**src/rtl/ahblite_single_master_if.sv**
```systemverilog
// Bundle of the command/response handshake and the AHB-Lite initiator signals
// for ahblite_single_master. The master modport is the initiator's view and
// the slave modport is the view of whatever sits on the other side.
interface ahblite_single_master_if;
    // command channel
    logic        cmd_valid;
    logic        cmd_ready;
    logic        cmd_write;
    logic [31:0] cmd_addr;
    logic [1:0]  cmd_size;
    logic [31:0] cmd_wdata;
    // response channel
    logic        rsp_valid;
    logic        rsp_ready;
    logic [31:0] rsp_rdata;
    logic        rsp_err;
    logic        rsp_timeout;
    // AHB-Lite bus
    logic [31:0] HADDR;
    logic [1:0]  HTRANS;
    logic        HWRITE;
    logic [2:0]  HSIZE;
    logic [2:0]  HBURST;
    logic [3:0]  HPROT;
    logic        HMASTLOCK;
    logic [31:0] HWDATA;
    logic        HREADY;
    logic        HRESP;
    logic [31:0] HRDATA;

    modport master (
        input  cmd_valid, cmd_write, cmd_addr, cmd_size, cmd_wdata,
        output cmd_ready,
        output rsp_valid, rsp_rdata, rsp_err, rsp_timeout,
        input  rsp_ready,
        output HADDR, HTRANS, HWRITE, HSIZE, HBURST, HPROT, HMASTLOCK, HWDATA,
        input  HREADY, HRESP, HRDATA
    );

    modport slave (
        output cmd_valid, cmd_write, cmd_addr, cmd_size, cmd_wdata,
        input  cmd_ready,
        input  rsp_valid, rsp_rdata, rsp_err, rsp_timeout,
        output rsp_ready,
        input  HADDR, HTRANS, HWRITE, HSIZE, HBURST, HPROT, HMASTLOCK, HWDATA,
        output HREADY, HRESP, HRDATA
    );
endinterface

```
**src/rtl/ahblite_single_master.sv**
```systemverilog
// Single-command AHB-Lite initiator: one NONSEQ transfer per accepted command,
// with wait-state/ERROR handling, byte-lane replication/extraction and local
// rejection of illegal or misaligned commands.
//
//  state  | meaning
//  -------+------------------------------------------------------------
//  IDLE   | cmd_ready high, bus idle, waiting for a command
//  ADDR   | NONSEQ address phase, held while HREADY is low
//  DATA   | data phase, counting wait states until HREADY
//  RESP   | response presented, held until rsp_ready
module ahblite_single_master #(
    parameter int unsigned TIMEOUT_CYCLES = 16
) (
    input  logic                    i_hclk,
    input  logic                    i_hreset,
    ahblite_single_master_if.master io_bus
);

    typedef enum logic [1:0] {
        S_IDLE = 2'd0,
        S_ADDR = 2'd1,
        S_DATA = 2'd2,
        S_RESP = 2'd3
    } state_t;

    localparam logic [15:0] LP_TIMEOUT = 16'(TIMEOUT_CYCLES);
    localparam logic [1:0]  LP_NONSEQ  = 2'b10;
    localparam logic [1:0]  LP_IDLE    = 2'b00;

    state_t      r_state;
    logic [1:0]  r_htrans;
    logic [31:0] r_haddr;
    logic        r_hwrite;
    logic [2:0]  r_hsize;
    logic [31:0] r_hwdata;
    logic        r_rsp_valid;
    logic [31:0] r_rsp_rdata;
    logic        r_rsp_err;
    logic        r_rsp_timeout;
    logic        r_cmd_ready;
    logic [15:0] r_wait_cnt;

    state_t      w_state_nxt;
    logic [1:0]  w_htrans_nxt;
    logic [31:0] w_haddr_nxt;
    logic        w_hwrite_nxt;
    logic [2:0]  w_hsize_nxt;
    logic [31:0] w_hwdata_nxt;
    logic        w_rsp_valid_nxt;
    logic [31:0] w_rsp_rdata_nxt;
    logic        w_rsp_err_nxt;
    logic        w_rsp_timeout_nxt;
    logic        w_cmd_ready_nxt;
    logic [15:0] w_wait_cnt_nxt;

    logic        w_illegal;
    logic [31:0] w_wdata_repl;
    logic [31:0] w_rdata_lane;

    // Classify the incoming command and pre-build its replicated write data.
    always_comb begin
        w_illegal    = 1'b0;
        w_wdata_repl = io_bus.cmd_wdata;
        case (io_bus.cmd_size)
            2'b00: w_wdata_repl = {4{io_bus.cmd_wdata[7:0]}};
            2'b01: begin
                w_wdata_repl = {2{io_bus.cmd_wdata[15:0]}};
                w_illegal    = io_bus.cmd_addr[0];
            end
            2'b10: w_illegal = (io_bus.cmd_addr[1:0] != 2'b00);
            default: w_illegal = 1'b1;
        endcase
    end

    // Pick the addressed lane of HRDATA for the transfer in flight, zero-extended.
    always_comb begin
        w_rdata_lane = io_bus.HRDATA;
        case (r_hsize[1:0])
            2'b00: begin
                case (r_haddr[1:0])
                    2'b00:   w_rdata_lane = {24'h0, io_bus.HRDATA[7:0]};
                    2'b01:   w_rdata_lane = {24'h0, io_bus.HRDATA[15:8]};
                    2'b10:   w_rdata_lane = {24'h0, io_bus.HRDATA[23:16]};
                    default: w_rdata_lane = {24'h0, io_bus.HRDATA[31:24]};
                endcase
            end
            2'b01: w_rdata_lane = r_haddr[1] ? {16'h0, io_bus.HRDATA[31:16]}
                                             : {16'h0, io_bus.HRDATA[15:0]};
            default: w_rdata_lane = io_bus.HRDATA;
        endcase
    end

    // Next-state and next-value logic for every registered output.
    always_comb begin
        w_state_nxt       = r_state;
        w_htrans_nxt      = LP_IDLE;
        w_haddr_nxt       = r_haddr;
        w_hwrite_nxt      = r_hwrite;
        w_hsize_nxt       = r_hsize;
        w_hwdata_nxt      = r_hwdata;
        w_rsp_valid_nxt   = r_rsp_valid;
        w_rsp_rdata_nxt   = r_rsp_rdata;
        w_rsp_err_nxt     = r_rsp_err;
        w_rsp_timeout_nxt = r_rsp_timeout;
        w_wait_cnt_nxt    = r_wait_cnt;

        case (r_state)
            S_IDLE: begin
                if (io_bus.cmd_valid && r_cmd_ready) begin
                    if (w_illegal) begin
                        w_state_nxt       = S_RESP;
                        w_rsp_valid_nxt   = 1'b1;
                        w_rsp_err_nxt     = 1'b1;
                        w_rsp_rdata_nxt   = 32'h0;
                        w_rsp_timeout_nxt = 1'b0;
                    end else begin
                        w_state_nxt  = S_ADDR;
                        w_htrans_nxt = LP_NONSEQ;
                        w_haddr_nxt  = io_bus.cmd_addr;
                        w_hwrite_nxt = io_bus.cmd_write;
                        w_hsize_nxt  = {1'b0, io_bus.cmd_size};
                        w_hwdata_nxt = w_wdata_repl;
                    end
                end
            end
            S_ADDR: begin
                if (io_bus.HREADY) begin
                    w_state_nxt = S_DATA;
                end else begin
                    w_htrans_nxt = LP_NONSEQ;
                end
            end
            S_DATA: begin
                // The first ERROR cycle arrives with HREADY low and simply counts
                // as a wait; the response is taken on the HREADY-high cycle.
                if (!io_bus.HREADY) begin
                    if (r_wait_cnt != LP_TIMEOUT) begin
                        w_wait_cnt_nxt = r_wait_cnt + 16'd1;
                    end
                end else begin
                    w_state_nxt       = S_RESP;
                    w_rsp_valid_nxt   = 1'b1;
                    w_rsp_err_nxt     = io_bus.HRESP;
                    w_rsp_rdata_nxt   = (!r_hwrite && !io_bus.HRESP) ? w_rdata_lane : 32'h0;
                    w_rsp_timeout_nxt = (r_wait_cnt == LP_TIMEOUT);
                end
            end
            default: begin
                if (io_bus.rsp_ready) begin
                    w_state_nxt     = S_IDLE;
                    w_rsp_valid_nxt = 1'b0;
                    w_wait_cnt_nxt  = 16'h0;
                end
            end
        endcase

        w_cmd_ready_nxt = (w_state_nxt == S_IDLE);
    end

    // State and output registers with synchronous reset.
    always_ff @(posedge i_hclk) begin
        if (i_hreset) begin
            r_state       <= S_IDLE;
            r_htrans      <= LP_IDLE;
            r_haddr       <= 32'h0;
            r_hwrite      <= 1'b0;
            r_hsize       <= 3'b000;
            r_hwdata      <= 32'h0;
            r_rsp_valid   <= 1'b0;
            r_rsp_rdata   <= 32'h0;
            r_rsp_err     <= 1'b0;
            r_rsp_timeout <= 1'b0;
            r_cmd_ready   <= 1'b1;
            r_wait_cnt    <= 16'h0;
        end else begin
            r_state       <= w_state_nxt;
            r_htrans      <= w_htrans_nxt;
            r_haddr       <= w_haddr_nxt;
            r_hwrite      <= w_hwrite_nxt;
            r_hsize       <= w_hsize_nxt;
            r_hwdata      <= w_hwdata_nxt;
            r_rsp_valid   <= w_rsp_valid_nxt;
            r_rsp_rdata   <= w_rsp_rdata_nxt;
            r_rsp_err     <= w_rsp_err_nxt;
            r_rsp_timeout <= w_rsp_timeout_nxt;
            r_cmd_ready   <= w_cmd_ready_nxt;
            r_wait_cnt    <= w_wait_cnt_nxt;
        end
    end

    assign io_bus.cmd_ready   = r_cmd_ready;
    assign io_bus.rsp_valid   = r_rsp_valid;
    assign io_bus.rsp_rdata   = r_rsp_rdata;
    assign io_bus.rsp_err     = r_rsp_err;
    assign io_bus.rsp_timeout = r_rsp_timeout;
    assign io_bus.HADDR       = r_haddr;
    assign io_bus.HTRANS      = r_htrans;
    assign io_bus.HWRITE      = r_hwrite;
    assign io_bus.HSIZE       = r_hsize;
    assign io_bus.HWDATA      = r_hwdata;
    assign io_bus.HBURST      = 3'b000;
    assign io_bus.HPROT       = 4'b0011;
    assign io_bus.HMASTLOCK   = 1'b0;

endmodule

```
**src/flat_wrapper.sv**
```systemverilog
// flat-port wrapper written by rule: the top's interface ports become plain ports
module ahblite_single_master_flat 
#(
    parameter int unsigned TIMEOUT_CYCLES = 16
)
  (i_hclk, i_hreset, io_bus_cmd_valid, io_bus_cmd_write, io_bus_cmd_addr, io_bus_cmd_size, io_bus_cmd_wdata, io_bus_cmd_ready, io_bus_rsp_valid, io_bus_rsp_rdata, io_bus_rsp_err, io_bus_rsp_timeout, io_bus_rsp_ready, io_bus_HADDR, io_bus_HTRANS, io_bus_HWRITE, io_bus_HSIZE, io_bus_HBURST, io_bus_HPROT, io_bus_HMASTLOCK, io_bus_HWDATA, io_bus_HREADY, io_bus_HRESP, io_bus_HRDATA);
  ahblite_single_master_if io_bus_i ();
  input  logic i_hclk;
  input  logic i_hreset;
  input wire logic [$bits(io_bus_i.cmd_valid)-1:0] io_bus_cmd_valid;
  input wire logic [$bits(io_bus_i.cmd_write)-1:0] io_bus_cmd_write;
  input wire logic [$bits(io_bus_i.cmd_addr)-1:0] io_bus_cmd_addr;
  input wire logic [$bits(io_bus_i.cmd_size)-1:0] io_bus_cmd_size;
  input wire logic [$bits(io_bus_i.cmd_wdata)-1:0] io_bus_cmd_wdata;
  output wire logic [$bits(io_bus_i.cmd_ready)-1:0] io_bus_cmd_ready;
  output wire logic [$bits(io_bus_i.rsp_valid)-1:0] io_bus_rsp_valid;
  output wire logic [$bits(io_bus_i.rsp_rdata)-1:0] io_bus_rsp_rdata;
  output wire logic [$bits(io_bus_i.rsp_err)-1:0] io_bus_rsp_err;
  output wire logic [$bits(io_bus_i.rsp_timeout)-1:0] io_bus_rsp_timeout;
  input wire logic [$bits(io_bus_i.rsp_ready)-1:0] io_bus_rsp_ready;
  output wire logic [$bits(io_bus_i.HADDR)-1:0] io_bus_HADDR;
  output wire logic [$bits(io_bus_i.HTRANS)-1:0] io_bus_HTRANS;
  output wire logic [$bits(io_bus_i.HWRITE)-1:0] io_bus_HWRITE;
  output wire logic [$bits(io_bus_i.HSIZE)-1:0] io_bus_HSIZE;
  output wire logic [$bits(io_bus_i.HBURST)-1:0] io_bus_HBURST;
  output wire logic [$bits(io_bus_i.HPROT)-1:0] io_bus_HPROT;
  output wire logic [$bits(io_bus_i.HMASTLOCK)-1:0] io_bus_HMASTLOCK;
  output wire logic [$bits(io_bus_i.HWDATA)-1:0] io_bus_HWDATA;
  input wire logic [$bits(io_bus_i.HREADY)-1:0] io_bus_HREADY;
  input wire logic [$bits(io_bus_i.HRESP)-1:0] io_bus_HRESP;
  input wire logic [$bits(io_bus_i.HRDATA)-1:0] io_bus_HRDATA;
  assign io_bus_i.cmd_valid = io_bus_cmd_valid;
  assign io_bus_i.cmd_write = io_bus_cmd_write;
  assign io_bus_i.cmd_addr = io_bus_cmd_addr;
  assign io_bus_i.cmd_size = io_bus_cmd_size;
  assign io_bus_i.cmd_wdata = io_bus_cmd_wdata;
  assign io_bus_cmd_ready = io_bus_i.cmd_ready;
  assign io_bus_rsp_valid = io_bus_i.rsp_valid;
  assign io_bus_rsp_rdata = io_bus_i.rsp_rdata;
  assign io_bus_rsp_err = io_bus_i.rsp_err;
  assign io_bus_rsp_timeout = io_bus_i.rsp_timeout;
  assign io_bus_i.rsp_ready = io_bus_rsp_ready;
  assign io_bus_HADDR = io_bus_i.HADDR;
  assign io_bus_HTRANS = io_bus_i.HTRANS;
  assign io_bus_HWRITE = io_bus_i.HWRITE;
  assign io_bus_HSIZE = io_bus_i.HSIZE;
  assign io_bus_HBURST = io_bus_i.HBURST;
  assign io_bus_HPROT = io_bus_i.HPROT;
  assign io_bus_HMASTLOCK = io_bus_i.HMASTLOCK;
  assign io_bus_HWDATA = io_bus_i.HWDATA;
  assign io_bus_i.HREADY = io_bus_HREADY;
  assign io_bus_i.HRESP = io_bus_HRESP;
  assign io_bus_i.HRDATA = io_bus_HRDATA;
  ahblite_single_master #(.TIMEOUT_CYCLES(TIMEOUT_CYCLES)) u_core (.i_hclk(i_hclk), .i_hreset(i_hreset), .io_bus(io_bus_i));
endmodule
```
**config.mk**
```make
export PLATFORM = sky130hd
export DESIGN_NAME = ahblite_single_master_flat
export DESIGN_NICKNAME = d
export VERILOG_FILES = /design/src/rtl/ahblite_single_master_if.sv /design/src/rtl/ahblite_single_master.sv /design/src/flat_wrapper.sv
export SDC_FILE = /design/constraint.sdc
export NUM_CORES = 1
export LEC_CHECK = 0
export BUFFER_PORTS_ARGS = -buffer_cell sky130_fd_sc_hd__buf_2
export CAP_MARGIN = 20
export CORE_AREA = 4 4 128 130
export CTS_BUF_LIST = sky130_fd_sc_hd__clkbuf_4 sky130_fd_sc_hd__clkbuf_8
export CTS_CLUSTER_DIAMETER = 200
export DETAILED_ROUTE_END_ITERATION = 6
export DIE_AREA = 0 0 132 134
export PLACE_DENSITY_LB_ADDON = 0.05
export SLEW_MARGIN = 20
export SYNTH_ARGS = -nofsm -noshare
export SYNTH_HDL_FRONTEND = slang
export SYNTH_SLANG_ARGS = --single-unit
export TNS_END_PERCENT = 10
```
**constraint.sdc**
```tcl
create_clock -name i_hclk -period 2.3 [get_ports i_hclk]
set_input_delay 0.46 -clock i_hclk [delete_from_list [all_inputs] [get_ports i_hclk]]
set_output_delay 0.46 -clock i_hclk [all_outputs]
set_load 0.01 [all_outputs]
```
======== Word-level counts from Yosys, hierarchy flattened ========
Index checks and enable logic that the tools add are counted.
cells by class
  reductions and logical operators ........ 18
  multipliers ............................. 0
  muxes and demuxes ....................... 35
  shifts and indexed selects .............. 0
  divide/modulo/power cells ............... 0
  bitwise logic cells ..................... 3
  order comparisons ....................... 0
  add/subtract/negate cells ............... 1
  equality and inequality tests ........... 14
operators by type and width
  kind                                                     count
  case mux 32 bit (2 select lines)                         3
  two-way mux 32 bit                                       4
  two-way mux 16 bit                                       4
  case mux 16 bit (2 select lines)                         1
  case mux 8 bit (3 select lines)                          1
  adder 16 x 1 -> 16 bit (second input constant)           1
  == test 16 x 5 -> 1 bit (second input constant)          1
  two-way mux 2 bit                                        8
  inequality test 16 x 5 -> 1 bit (second input constant)  1
  zero test 2 bit                                          5
  == test 2 x 1 -> 1 bit (second input constant)           4
  two-way mux 1 bit                                        8
  AND reduction 4 bit                                      2
  == test 2 bit (second input constant)                    3
  inequality test 2 x 1 -> 1 bit (second input constant)   3
  case mux 1 bit (3 select lines)                          2
  case mux 2 bit (3 select lines)                          1
  nonzero test 2 bit                                       3
  AND reduction 5 bit                                      1
  inequality test 2 bit (second input constant)            2
  case mux 1 bit (2 select lines)                          2
  case mux 2 bit (2 select lines)                          1
  NOT 1 bit                                                3
  AND reduction 3 bit                                      1
  other kinds (4)                                          6
storage, ports and cells
  output and inout bits ................... 114
  logic and storage cells ................. 83
  RAM bits ................................ 0
  bits of input ports ..................... 105
  memories kept ........................... 0
  ROM bits ................................ 0
  flip-flop bits (word level) ............. 123
  bits in latches ......................... 0

======== Longest topological paths before layout ========
  word-level depth ........................ 6
  depth in mapped cells ................... 8
  mapped depth without buffers ............ 6

======== Worst setup path after synthesis ========
Ideal clock, no wire load.
  path kind ............................... input to register
  start ................................... input io_bus_cmd_size[0]
  end ..................................... register u_core.r_hsize[1] (netlist: u_core.io_bus.HSIZE[1])
  setup time .............................. 132 ps
  stages .................................. 8
  buffers on the path ..................... 3
  arrival time ............................ 1,621 ps
  setup slack ............................. 546 ps
  path through ............................ buf_4 > a21oi_2 > nor2_1 > or2_2 > buf_2 > buf_2 > nand2_1 > a21oi_1
on the way
  word-level cells in the longest chain between the ends .. 4
RTL lines
  element                                 RTL line                      RTL
  start: declaration                      flat_wrapper.sv:13            input wire logic [$bits(io_bus_i.cmd_size)-1:0] io_bus_cmd_size;
  == test 2 bit (tied with other cells)   ahblite_single_master.sv:64   case (io_bus.cmd_size)
  case mux 1 bit (3 select lines) *       ahblite_single_master.sv:64
  NOT 1 bit (no source line) *            n/a
  AND reduction 3 bit (no source line) *  n/a
  end signal: assignment                  ahblite_single_master.sv:180  r_hsize <= w_hsize_nxt;
  end: declaration                        ahblite_single_master.sv:34   logic [2:0] r_hsize;
Every way passes the cells marked *; elsewhere a longest branch is shown, timed or not.
A chain may end at the register's enable or synchronous reset.

======== Worst setup path after layout ========
  start ................................... register u_core.r_state[0]
  end ..................................... register u_core.r_wait_cnt[10]
on the way
  word-level cells in the longest chain between the ends .. 4
RTL lines
  element                                                    RTL line                      RTL
  start: declaration                                         ahblite_single_master.sv:30   state_t r_state;
  start signal: assignment                                   ahblite_single_master.sv:176  r_state <= w_state_nxt;
  == test 2 x 1 -> 1 bit or zero test 2 bit (tied branches)  ahblite_single_master.sv:107  case (r_state)
  OR reduction 2 bit (no source line)                        n/a
  NOT 1 bit (no source line)                                 n/a
  AND reduction 4 bit (no source line)                       n/a
  end signal: assignment                                     ahblite_single_master.sv:187  r_wait_cnt <= w_wait_cnt_nxt;
  end: declaration                                           ahblite_single_master.sv:41   logic [15:0] r_wait_cnt;
Several ways; a longest one is shown, not always the timed one.

==> results.toml <==
[critical_path]
crit_family = "simple AND/OR/NAND/NOR gates"
cp-start-kind = "register"
cp.arrival_ns = 2.21
critical-path-slowest-cell = "dfxtp_1"
critPathRequiredTime_ns = 2.66
crit_chain = "and2_1, o21a_2, o21ai_2, or4_1, a21oi_1"
critPathMaxFanout = 12
endpoint_kind = "register"
cpPeakStageDelay_ns = 0.59
cp_num_buf_inv = 0
crit_type = "register to register"

[cells_and_area]
area_growth_syn_to_layout_pct = 28.1
fillCellCount = 1558
post-route-util = 0.455
num-nets-final = 973
drive_gt1_frac = 0.299
antenna_cells = 0

[timing]
min_period_ns = 1.84
setup_viol = 0
slew_headroom = 0.561
maxSlewViolCount = 0
fin_tns_setup_ns = 0
final-hold-violation-count = 0
tightest_slew_ns = 0.658
period_share = 0.801
rsz0062_at_grt = "no"
clock_skew_ns = 0.00984
max_freq_mhz = 543
setup_ws_ns = 0.457

[yosys]
ys_ff_latch = 122
ys_async_sr_fraction = 0
synth_most_common_cell = "nand2_1"
syn_inst = 679
synth_warnings = 0
yosysTopAreaCell = "dfxtp_1"
ys_types = 48
synth_common_cells = "nand2_1, dfxtp_1, a21oi_1"
avgSynthCellArea_sq_um = 7.92
synth_area_leaders = "dfxtp_1, nand2_1, a21oi_1"
synth_top_cell_area_share = 0.454
synth_edf_count = 0
syn_area_sq_um = 5380
synth_sequential_area_ratio = 0.454
ys.flop_type = "dfxtp_1"

[clock_network]
cts_made_buffers = 17
htree_num_levels = 4
cts_tree = "done"
cts_setup_buffers = 0
clock_latency_ns = 0.44
clkSinkCount = 122
ctsHoldBuffers = 0
cts_resized = 0
cts_buffer_depth = 2
clockRootBuffer = "clkbuf_8"
clk_pin_slew_ns = 0.08

[die]
dieArea_sq_um = 17700
die_width_um = 132
start_util = 0.355
pin_count = 219
die_h_um = 134
coreArea_sq_um = 15100
core.rowCount = 45

[power_and_ir_drop]
p_switching_uw = 1350
clockPowerShare = 0.388
p_leak_uw = 0.00296
ir_drop_mv = 0.298
finalPower_uw = 4910
p_sw_frac = 0.275
power.share.combinational = 0.150
seq_power_share = 0.461
power.internal_uw = 3560
pwr_density_cell_nw_per_um2 = 714

[route]
wl_per_cell_um = 15.8
routed_wl_mm = 16.8
ant_nets = 0
dr.first_iter.drc_count = 269
drt-vias-per-instance = 5.01
vias = 5337
drc = 0
firstDrtPassIters = 4

[placed_design]
io_buffers = 208
dp_hpwl_mm = 12.5
place_ws_ns = 0.337
gp_congestion = 0.794

[worst_hold_path]
hold_class = "primary input to register"

[global_route]
antenna_found_initial = 2
gr-total-overflow = 0
grt_pass1_wl_mm = 26.7
grt_pass1_vias = 5118
grt_max_degree = 84
grtUsageTotal = 0.187

[run_status]
status = "completed"

[run]
maxCapViolCount = 0
## final timing paths
path | endpoint | slack [ns] | depth (start not counted) | from
max reg2reg | u_core.r_wait_cnt[10] | 0.46 | 5 | u_core.r_state[0]
max | u_core.r_wait_cnt[10] | 0.46 | 5 | u_core.r_state[0]
min | u_core.io_bus.HADDR[28] | 0.25 | 3 | io_bus_cmd_addr[28]
min reg2reg | u_core.io_bus.rsp_rdata[26] | 0.45 | 2 | u_core.io_bus.rsp_rdata[26]
## stage by stage
stage	hold WS, ns	cells	cell area, sq um
after CTS	0.215	1065	6890
after global placement	0.434	1035	6490
after global routing	0.226	1065	6890
after detailed placement	0.443	1035	6490
final	0.254	1065	6890
after floorplan	0.465	687	5410
## area by class of cell
class                      count  area, sq um  share of cell area
timing repair buffer         221         1170               0.169
clock inverter                 7         92.6              0.0134
sequential                   122         2440               0.355
tap                          188          235              0.0342
inverter                      11         41.3             0.00600
clock buffer                  23          298              0.0432
multi-input combinational    493         2610               0.379
## kinds of logic after synthesis
kind of cell	synth area share
flip-flops	0.454
other	0.00140
XOR/XNOR	0.0179
AND/OR/NAND/NOR	0.222
buffers and inverters	0.0673
adder cells (fa/ha/maj)	0.00465
multiplexers	0.0447
AO/OA/AOI/OAI	0.188
## flip-flops by register name, summed over array words and instances (netlist names)
signal,flops
u_core.r_wait_cnt,16
u_core.io_bus.rsp_rdata,32
u_core.io_bus.HTRANS,1
u_core.r_state,2
u_core.io_bus.rsp_err,1
u_core.io_bus.rsp_timeout,1
u_core.io_bus.cmd_ready,1
u_core.io_bus.HWDATA,32
u_core.io_bus.HSIZE,2
u_core.io_bus.rsp_valid,1
u_core.io_bus.HADDR,32
u_core.io_bus.HWRITE,1
## placed cells by master (no fill, tap or decap), drive strengths merged, types with 4 or more instances in the layout
| cell | instances |
|---|---|
| a311oi | 9 |
| nand3 | 23 |
| dfxtp | 122 |
| a21oi | 81 |
| nor3 | 4 |
| buf | 221 |
| inv | 11 |
| xnor2 | 6 |
| o211ai | 4 |
| o21ai | 45 |
| and3 | 4 |
| xor2 | 5 |
| nor3b | 8 |
| nand2 | 173 |
| o22ai | 8 |
| conb | 10 |
| a22oi | 8 |
| mux2i | 24 |
| clkbuf | 23 |
| nor4 | 4 |
| nor2 | 40 |
| a211oi | 8 |
## worst register-to-register path, cell delays in order (launching register included)
cell,delay (ns)
dfxtp_1,0.59
and2_1,0.22
o21a_2,0.23
o21ai_2,0.16
or4_1,0.42
a21oi_1,0.15
## layer usage
layer	global-route usage	vias up	share of wire
li1	-	2674	-
met1	0.243	2466	0.45
met2	0.295	170	0.47
met3	0.0585	23	0.069
met4	0.0659	4	0.015
met5	0	-	0.0013
## power groups by stage
stage                     clock network, uW  logic, uW  registers (uW)
after floorplan                           0        427            2340
after global placement                    0        735            2310
after detailed placement                  0        747            2310
after CTS                              1970        749            2270
after global routing                   2050        825            2280
final                                  1910        739            2270
Note: power is estimated with default switching activity, not from simulation.
